===== src/rtl/link_sup_pkg.sv =====
// Shared encodings and widths for the link bring-up supervisor.
package link_sup_pkg;

    localparam int TIMER_W  = 16;
    localparam int ERRCNT_W = 16;
    localparam int RETRY_W  = 3;

    typedef enum logic [2:0] {
        ST_IDLE      = 3'd0,
        ST_RESET     = 3'd1,
        ST_WAIT_LOCK = 3'd2,
        ST_WAIT_SYNC = 3'd3,
        ST_LINKED    = 3'd4,
        ST_FAIL      = 3'd5
    } link_state_e;

    // The decoder chain is held in reset whenever no training attempt is live.
    function automatic logic holds_decoder_rst(link_state_e s);
        return (s == ST_IDLE) || (s == ST_RESET) || (s == ST_FAIL);
    endfunction

endpackage


===== src/rtl/sync_2ff.sv =====
// Two-flop single-bit synchronizer; output lags the input by two clk edges.
module sync_2ff (
    input  logic clk,
    input  logic rst,
    input  logic d,
    output logic q
);

    logic meta;

    always_ff @(posedge clk) begin
        if (rst) begin
            meta <= 1'b0;
            q    <= 1'b0;
        end else begin
            meta <= d;
            q    <= meta;
        end
    end

endmodule


===== src/rtl/link_supervisor.sv =====
// Link bring-up and recovery controller: sequences decoder reset, CDR lock and
// frame sync, then supervises the live link and re-trains with bounded retries.
module link_supervisor
    import link_sup_pkg::*;
#(
    parameter int unsigned RST_HOLD     = 16,
    parameter int unsigned LOCK_TIMEOUT = 4096,
    parameter int unsigned SYNC_TIMEOUT = 8192,
    parameter int unsigned GOOD_FRAMES  = 4,
    parameter int unsigned ERR_THRESH   = 3,
    parameter int unsigned MAX_RETRY    = 7
) (
    input  logic                clk,
    input  logic                rst,
    input  logic                enable,
    input  logic                cdr_locked,
    input  logic                sync_lost,
    input  logic                frame_error,
    input  logic                frame_ok,
    input  logic                clear_stats,
    output logic                decoder_rst,
    output logic                link_up,
    output logic                link_fail,
    output logic [2:0]          state,
    output logic [RETRY_W-1:0]  retry_count,
    output logic [ERRCNT_W-1:0] err_count
);

    link_state_e         state_q, state_d;
    logic [TIMER_W-1:0]  timer_q;
    logic [TIMER_W-1:0]  good_q, good_d;
    logic [ERRCNT_W-1:0] consec_q, consec_d;
    logic [ERRCNT_W-1:0] err_d;
    logic [RETRY_W-1:0]  retry_d;
    logic                retry_req;
    logic                lk;
    logic                bad_frame;
    logic                clean_frame;

    sync_2ff u_lock_sync (
        .clk (clk),
        .rst (rst),
        .d   (cdr_locked),
        .q   (lk)
    );

    // frame_ok is the already-qualified data_valid & data_ready beat; a beat
    // that also carries frame_error is counted as an error, never as clean.
    assign bad_frame   = frame_error;
    assign clean_frame = frame_ok & ~frame_error;

    assign state = state_q;

    always_comb begin
        state_d   = state_q;
        retry_d   = retry_count;
        good_d    = '0;
        consec_d  = '0;
        retry_req = 1'b0;

        case (state_q)
            ST_IDLE: begin
                if (enable) begin
                    state_d = ST_RESET;
                    retry_d = '0;
                end
            end
            ST_RESET: begin
                if (timer_q == TIMER_W'(RST_HOLD - 1)) state_d = ST_WAIT_LOCK;
            end
            ST_WAIT_LOCK: begin
                if (lk) state_d = ST_WAIT_SYNC;
                else if (timer_q == TIMER_W'(LOCK_TIMEOUT - 1)) retry_req = 1'b1;
            end
            ST_WAIT_SYNC: begin
                if (bad_frame || sync_lost) good_d = '0;
                else if (clean_frame)       good_d = good_q + TIMER_W'(1);
                else                        good_d = good_q;

                if (!lk || (timer_q == TIMER_W'(SYNC_TIMEOUT - 1))) begin
                    retry_req = 1'b1;
                end else if (clean_frame && !sync_lost &&
                             (good_q == TIMER_W'(GOOD_FRAMES - 1))) begin
                    state_d = ST_LINKED;
                    retry_d = '0;
                end
            end
            ST_LINKED: begin
                if (bad_frame)     consec_d = consec_q + ERRCNT_W'(1);
                else if (frame_ok) consec_d = '0;
                else               consec_d = consec_q;

                if ((consec_d >= ERRCNT_W'(ERR_THRESH)) || sync_lost || !lk) begin
                    retry_req = 1'b1;
                end
            end
            ST_FAIL: begin
                state_d = ST_FAIL;
            end
            default: begin
                state_d = ST_IDLE;
            end
        endcase

        // Several simultaneous retry causes collapse into this single action.
        if (retry_req) begin
            if (retry_count == RETRY_W'(MAX_RETRY)) begin
                state_d = ST_FAIL;
            end else begin
                state_d = ST_RESET;
                retry_d = retry_count + RETRY_W'(1);
            end
        end

        if (!enable) begin
            state_d = ST_IDLE;
            retry_d = retry_count;
        end
    end

    always_comb begin
        err_d = err_count;
        if (clear_stats) begin
            err_d = '0;
        end else if (frame_error && (state_q == ST_WAIT_SYNC || state_q == ST_LINKED) &&
                     (err_count != {ERRCNT_W{1'b1}})) begin
            err_d = err_count + ERRCNT_W'(1);
        end
    end

    always_ff @(posedge clk) begin
        if (rst) begin
            state_q     <= ST_IDLE;
            timer_q     <= '0;
            good_q      <= '0;
            consec_q    <= '0;
            retry_count <= '0;
            err_count   <= '0;
            decoder_rst <= 1'b1;
            link_up     <= 1'b0;
            link_fail   <= 1'b0;
        end else begin
            state_q     <= state_d;
            timer_q     <= (state_d != state_q) ? '0 : timer_q + TIMER_W'(1);
            good_q      <= (state_d == ST_WAIT_SYNC) ? good_d : '0;
            consec_q    <= (state_d == ST_LINKED) ? consec_d : '0;
            retry_count <= retry_d;
            err_count   <= err_d;
            decoder_rst <= holds_decoder_rst(state_d);
            link_up     <= (state_d == ST_LINKED);
            link_fail   <= (state_d == ST_FAIL);
        end
    end

endmodule


===== config.mk =====
export PLATFORM = sky130hd
export DESIGN_NAME = link_supervisor
export DESIGN_NICKNAME = d
export VERILOG_FILES = /design/src/rtl/link_sup_pkg.sv /design/src/rtl/sync_2ff.sv /design/src/rtl/link_supervisor.sv
export SDC_FILE = /design/constraint.sdc
export NUM_CORES = 1
export LEC_CHECK = 0
export BUFFER_PORTS_ARGS = -buffer_cell sky130_fd_sc_hd__buf_2
export CELL_PAD_IN_SITES_DETAIL_PLACEMENT = 1
export CELL_PAD_IN_SITES_GLOBAL_PLACEMENT = 2
export CORE_MARGIN = 5
export CORE_UTILIZATION = 26
export DETAILED_ROUTE_END_ITERATION = 10
export GPL_ROUTABILITY_DRIVEN = 0
export HOLD_SLACK_MARGIN = 0.12
export PLACE_DENSITY_LB_ADDON = 0.1
export SYNTH_ARGS = -nofsm -noshare
export SYNTH_HDL_FRONTEND = slang
export SYNTH_HIERARCHICAL = 1
export SYNTH_SLANG_ARGS = --single-unit

===== constraint.sdc =====
create_clock -name clk -period 4.7 [get_ports clk]
set_clock_uncertainty 0.1 [all_clocks]
set_input_delay 0.47 -clock clk [delete_from_list [all_inputs] [get_ports clk]]
set_output_delay 0.47 -clock clk [all_outputs]
set_load 0.03 [all_outputs]

==> results.md, run 1 <==
* Outcome: finished clean
* Most frequent cells after synthesis: dfxtp_1 (75), nor2_1 (49), nand2_1 (31)
* Vias in the first global route at 3292
* First-pass GRT wire length at 17100 µm
* Total Wirelength at slightly below 10000 µm
* Initial antenna violation count at 0
* Fmax at 278 MHz
* DRC viols at 0
* Slew Limit Fails at 0
* Ys flop type: dfxtp_1
* Fin crit share at 76.5%
* Dpl hpwl at slightly above 7000 µm
* RSZ-0062 raised after global routing: false
* CTS tree: done
* Area grow syn2layout at 18.4%
* Die height at 128 µm
* Share of cells above drive strength 1 at 13.2%
* Initial DRC count at roughly 200
* Die Wd at 128 µm
* Postcts setup bufs at 0
* Clock Sinks at 75
* CTS Hold Buffers Added at 0
* Total CTS buffers at 9
* Flops & latches, synth at between 70 and 80
* Most frequent cell after synthesis: dfxtp_1
* Critical path type: reg -> reg
* Startpoint Class: flip-flop
* Post-synthesis sequential area ratio at between 40 and 50%
* Asr flop ratio synth at 0%
* Routed Antenna Nets at 0
* Share of the synthesized area in the top cell type at between 40% and 50%
* DP Worst Slack at ~1.1 ns
* Setup ws final at 1.11 ns
* Setup TNS at 0 ns
* Nets at 478
* Clock buffer depth at 2
* Fill count at 1638
* Worst path slowest cell: a31oi_2
* Maximum VDD drop at 0.136 mV
* Final hold violations at 0
* Max Cap Viol at 0
* Pwr/cell area at 326 nW/µm²
* Post-Synthesis Cells at 423
* CTS root buf: clkbuf_16
* Placed cell count at 633
* Gr usage total at 13.0%
* Vias at ~3200
* Worst-Skew Late Latency at ~0.34 ns
* Initial DRT Pass Iterations at 4
* Core Area at 13800 µm²
* Area taken by flip-flops and latches at 1500 µm²
* CTS-repair resized insts at 0
* Crit path from: timer_q[0]$_SDFF_PP0_
* CP endpoint: timer_q[3]$_SDFF_PP0_
* Via density at between 4 and 5
* Crit path DAT at ~3.7 ns
* Total gr overflow at 0
* Synth cell types at 54
* Standard-cell rows at 43
* YS warnings at 6
* Synth area leader: dfxtp_1
* Crit. End Element: flip-flop
* Worst slew pin tran at 1.12 ns
* Num ports at 33
* Post-Syn Area at between 3000 and 4000 µm²
* Largest net degree at the start of global routing at 19
* FF-to-FF path depth at 9
* Mapped Avg Cell Area at 8.63 µm²
* Total Power at between 1 and 1.5 mW
* Final setup vio count at 0
* Port bufs at 32
* Critical Path, Cell by Cell: ha_1 -> nand4_1 -> nor2_1 -> nand3_1 -> o311ai_1 -> and2_1 -> a21oi_1 -> a31oi_2 -> nor4_1
* CTS clk-pin slew, worst paths at 0.06 ns
* Max stage delay on crit path at 0.92 ns
* Worst hold path type: in -> reg
* Worst-path fanout max at 16
* Worst reg2reg startpoint: timer_q[0]$_SDFF_PP0_
* Number of flops mapped to enable cells by yosys at 0
* Reg2Reg Setup Slack at 1.11 ns
* Crit path time final at 3.59 ns
* Htree depth at 3
* WL per Instance at 15.3 µm
* Die area at 16500 µm²
* Rel. slew slack at 24.9%
* Post-route insts no fill at 648
* RR Endpoint: timer_q[3]$_SDFF_PP0_
* Leak at 1.51 nW
* Initial Util at a little over a quarter
* Area of the multi-input gates at slightly above 2000 µm²
* Top post-synthesis cells by area: dfxtp_1 (41%), xor2_1 (6.2%), nor2_1 (5.0%)
* CP required at about 4.8 ns
* N_diodes at 0
* WHS at 0.265 ns
report_power, final:
group / total (mW) / switching (mW) / internal, mW
Clock: 0.694 / 0.257 / 0.437
Sequential: 0.659 / 0.0137 / 0.645
Combinational: 0.0562 / 0.0374 / 0.0188
Total: 1.41 / 0.308 / 1.10
cell type report:
type                            count  area share (%)
Clock buffer                       13            6.02
Clock inverter                      2           0.811
Inverter                           21            1.82
Multi-Input combinational cell    324            47.5
Sequential cell                    75            34.8
Tap cell                          180            5.21
Timing Repair Buffer               33            3.88
metal layers:
layer | routed length, µm | track usage [%] | vias to the layer above
li1 | - | - | 1596
met1 | 5000 | 17.7 | 1530
met2 | 4370 | 19.5 | 47
met3 | 398 | 4.07 | 9
met4 | 129 | 4.31 | 0
met5 | 0 | 0 | -
registers in the layout, summed over array words and instances (netlist names):
signal and cells:
timer_q 16, link_up 1, u_lock_sync/q 1, err_count 16, retry_count 3, decoder_rst 1, state 3, good_q 16
link_fail 1, consec_q 16, u_lock_sync/meta 1
metrics by stage:
step                utilization (%)  cell area (µm²)
floorplan                         -             3700
global placement               29.1             4030
detailed placement             29.1             4030
CTS                            31.2             4320
global route                   31.2             4320
finish                         31.2             4320
critical path, delay by kind of cell, from the launching register on:
family / cells / cell delay [ns]
adder cells (fa/ha/maj): 1 / 0.25
flip-flops: 1 / 0.39
AND/OR/NAND/NOR: 5 / 1.05
AO/OA/AOI/OAI: 3 / 1.60
layout by cell type (no fill, tap or decap), types with 3 or more instances in the layout:
cell       count
and3_1         9
xor2_1        26
nor2b_1        6
nand2_1       31
nor4_1        14
dfxtp_1       75
nor3b_1        3
o21ai_0        9
nor3_1        11
a211oi_1       4
buf_2         32
conb_1        14
a21oi_1       14
nor4_2        10
ha_1           6
nand4_1       20
inv_1         21
or4_1          4
or3_1          8
nand3_1       21
o32ai_1        3
o211ai_1       6
nor2_1        49
a31oi_1        3
clkbuf_16      9
mux2i_1        3
xnor2_1       16
how the worst min path moves through the flow:
stage | cells after the start | slack (ns) | endpoint | start
finish | 2 | 0.27 | u_lock_sync/meta$_SDFF_PP0_ | cdr_locked
global route | 2 | 0.30 | u_lock_sync/meta$_SDFF_PP0_ | cdr_locked
CTS | 2 | 0.25 | u_lock_sync/meta$_SDFF_PP0_ | cdr_locked
detailed placement | 1 | 0.33 | u_lock_sync/q$_SDFF_PP0_ | u_lock_sync/meta$_SDFF_PP0_
global placement | 1 | 0.33 | u_lock_sync/q$_SDFF_PP0_ | u_lock_sync/meta$_SDFF_PP0_
floorplan | 1 | 0.31 | u_lock_sync/q$_SDFF_PP0_ | u_lock_sync/meta$_SDFF_PP0_
kinds of logic (layout without fill, tap and decap cells):
| family | Yosys count | in the layout | share of synthesized area, % |
|---|---|---|---|
| AND/OR/NAND/NOR | 199 | 199 | 30.0 |
| multiplexers | 3 | 3 | 0.823 |
| other | 1 | 14 | 0.103 |
| flip-flops | 75 | 75 | 41.1 |
| AO/OA/AOI/OAI | 60 | 60 | 11.7 |
| XOR/XNOR | 42 | 42 | 10.1 |
| adder cells (fa/ha/maj) | 6 | 6 | 2.06 |
| buffers and inverters | 37 | 69 | 4.15 |
Power figures use the tool's default switching activity.
==> run 2: changes to the inputs <==
==> constraint.sdc (replaced) <==
create_clock -name clk -period 2.92 [get_ports clk]
set_clock_uncertainty 0.1 [all_clocks]
set_input_delay 0.292 -clock clk [delete_from_list [all_inputs] [get_ports clk]]
set_output_delay 0.292 -clock clk [all_outputs]
set_load 0.03 [all_outputs]
==> results.md, run 2 (same netlist as run 1, synthesis figures left out) <==
* Outcome: finished clean
* Max stage delay on crit path at 0.49 ns (-0.43 ns)
* Largest net degree at the start of global routing at 18 (-1)
* Setup TNS at 0 ns (unchanged)
* Gr usage total at 13.1% (+0.096 points)
* Vias at 3315 (+4.2%)
* First-pass GRT wire length at 17300 µm (+1.0%)
* Worst-path fanout max at 16 (unchanged)
* WHS Path Cells at 2 (unchanged)
* Initial Util at 26.4% (unchanged)
* Commonest non-fill, non-tap cell in the layout: dfxtp_1
* Crit path time final at 2.81 ns (-0.788 ns)
* Core Area at 13800 µm² (unchanged)
* Final setup vio count at 0 (unchanged)
* Worst hold path type: in -> reg
* Crit path DAT at 2.95 ns (-0.71 ns)
* Fmax at 356 MHz (+28%)
* N_diodes at 0 (unchanged)
* Commonest cells after routing, fill and taps aside: dfxtp_1 (75), nor2_1 (47), buf_4 (41)
* Top cell by count, worst path: or4_1
* WHS at 0.217 ns (-0.0489 ns)
* Area of the multi-input gates at 2130 µm² (+3.7%)
* Die Wd at 128 µm (unchanged)
* Total gr overflow at 0 (unchanged)
* Port bufs at 32 (unchanged)
* Slew Limit Fails at 0 (unchanged)
* CTS root buf: clkbuf_16
* Pwr/cell area at 500 nW/µm² (+53%)
* Vias in the first global route at 3553 (+7.9%)
* Final Instance Area at 4830 µm² (+12%)
* Fill count at 1635 (-0.18%)
* CP required at 3.07 ns (-1.70 ns)
* RR Endpoint: timer_q[1]$_SDFF_PP0_
* Startpoint Class: flip-flop
* Initial DRC count at 66 (-66%)
* CTS clk-pin slew, worst paths at 0.06 ns (about the same)
* Area grow syn2layout at 32.4%
* Clock Sinks at 75 (unchanged)
* Total CTS buffers at 9 (unchanged)
* Die area at 16500 µm² (unchanged)
* Htree depth at 3 (unchanged)
* Clock buffer depth at 2 (unchanged)
* Reg2Reg Setup Slack at 0.11 ns (-0.99 ns)
* DRC viols at 0 (unchanged)
* Maximum VDD drop at 0.255 mV (+88%)
* Placed Area at 4360 µm² (+8.4%)
* RSZ-0062 raised after global routing: false
* Standard-cell rows at 43 (unchanged)
* CTS tree: done
* Num ports at 33 (unchanged)
* Leak at 1.77 nW (+18%)
* Nets at 523 (+9.4%)
* Hold endpoint: u_lock_sync/q$_SDFF_PP0_
* Rel. slew slack at 56.1% (+31 points)
* Fin crit share at 96.1% (+20 points)
* Critical path type: reg -> reg
* Via density at 4.78 (-2.7%)
* Max Cap Viol at 0 (unchanged)
* Worst slew pin tran at 0.657 ns (-0.466 ns)
* FF-to-FF path depth at 9 (unchanged)
* Initial DRT Pass Iterations at 4 (unchanged)
* Routed Antenna Nets at 0 (unchanged)
* Worst-Skew Late Latency at 0.34 ns (about the same)
* HP Start: rst
* WL per Instance at 14.8 µm (-3.3%)
* Final hold violations at 0 (unchanged)
* Share of cells above drive strength 1 at 23.2% (+9.9 points)
* Initial antenna violation count at 0 (unchanged)
* Area taken by flip-flops and latches at 1500 µm² (unchanged)
* Worst reg2reg startpoint: good_q[6]$_SDFFE_PP0P_
* Crit. End Element: flip-flop
* Die height at 128 µm (unchanged)
* Worst path slowest cell: or4_1
* Dpl hpwl at 7810 µm (+9.5%)
* Total Wirelength at 10200 µm (+3.5%)
* Critical Path, Cell by Cell: or4_1 -> or4_1 -> a311o_1 -> a22o_1 -> a211o_1 -> nor2_4 -> a211oi_4 -> buf_12 -> nor4b_1
## run 2: repair_timing
| item | 4_1_cts | 5_1_grt |
|---|---|---|
| resized for setup | 2 | 10 |
| setup endpoints to repair | 12 | 31 |
| hold endpoints to repair | 1 | 0 |
| cloned | 0 | 1 |
| buffers inserted | 1 | 1 |
| pin swaps | 2 | 4 |
| hold buffers | 1 | 0 |
## run 2: stage by stage
stage	total power [mW]	util (%)	setup WS, ns	cells
finish	2.41	35.0	0.115	694
global route	2.51	35.0	0.0150	694
global placement	1.19	31.6	0.0119	674
detailed placement	1.19	31.6	-0.00559	674
CTS	2.46	34.3	0.0224	692
floorplan	1.15	-	0.0297	436
## run 2: layout make-up
class / instances / share of cell area, %
well taps: 180 / 4.66
multi-input cells: 324 / 44.0
clock inverters: 5 / 1.76
inverters: 21 / 1.63
clock buffers: 11 / 5.23
flip-flops and latches: 75 / 31.1
repair buffers: 78 / 11.6
## run 2: worst max-delay path by stage
stage,start,endpoint,slack [ns],depth (start not counted)
2_1_floorplan,good_q[6]$_SDFFE_PP0P_,timer_q[10]$_SDFF_PP0_,0.03,9
3_3_place_gp,timer_q[1]$_SDFF_PP0_,timer_q[6]$_SDFF_PP0_,0.01,9
3_5_place_dp,good_q[6]$_SDFFE_PP0P_,consec_q[0]$_SDFF_PP0_,-0.006,9
4_1_cts,good_q[6]$_SDFFE_PP0P_,timer_q[1]$_SDFF_PP0_,0.02,9
5_1_grt,consec_q[6]$_SDFF_PP0_,timer_q[2]$_SDFF_PP0_,0.01,8
6_report,good_q[6]$_SDFFE_PP0P_,timer_q[1]$_SDFF_PP0_,0.11,9
## run 2: critical path: cells and delay by family, from the launching register on
kind	cells	cell delay, ns
compound gates	4	0.92
flops	1	0.31
buf+inv	1	0.16
simple gates	4	1.24
## run 2: power by group
group	switching [mW]	leakage (nW)	total, mW	internal [mW]
sequential	0.0155	0.610	1.05	1.04
clock	0.439	0.162	1.24	0.797
combinational	0.0727	0.997	0.124	0.0513
## run 2: per-layer routing
layer,global-route usage (%),vias to the layer above,wire [µm]
met3,2.78,10,290
met5,0,-,0
met4,5.24,0,159
met2,22.6,29,5110
met1,15.8,1595,4690
li1,-,1681,-
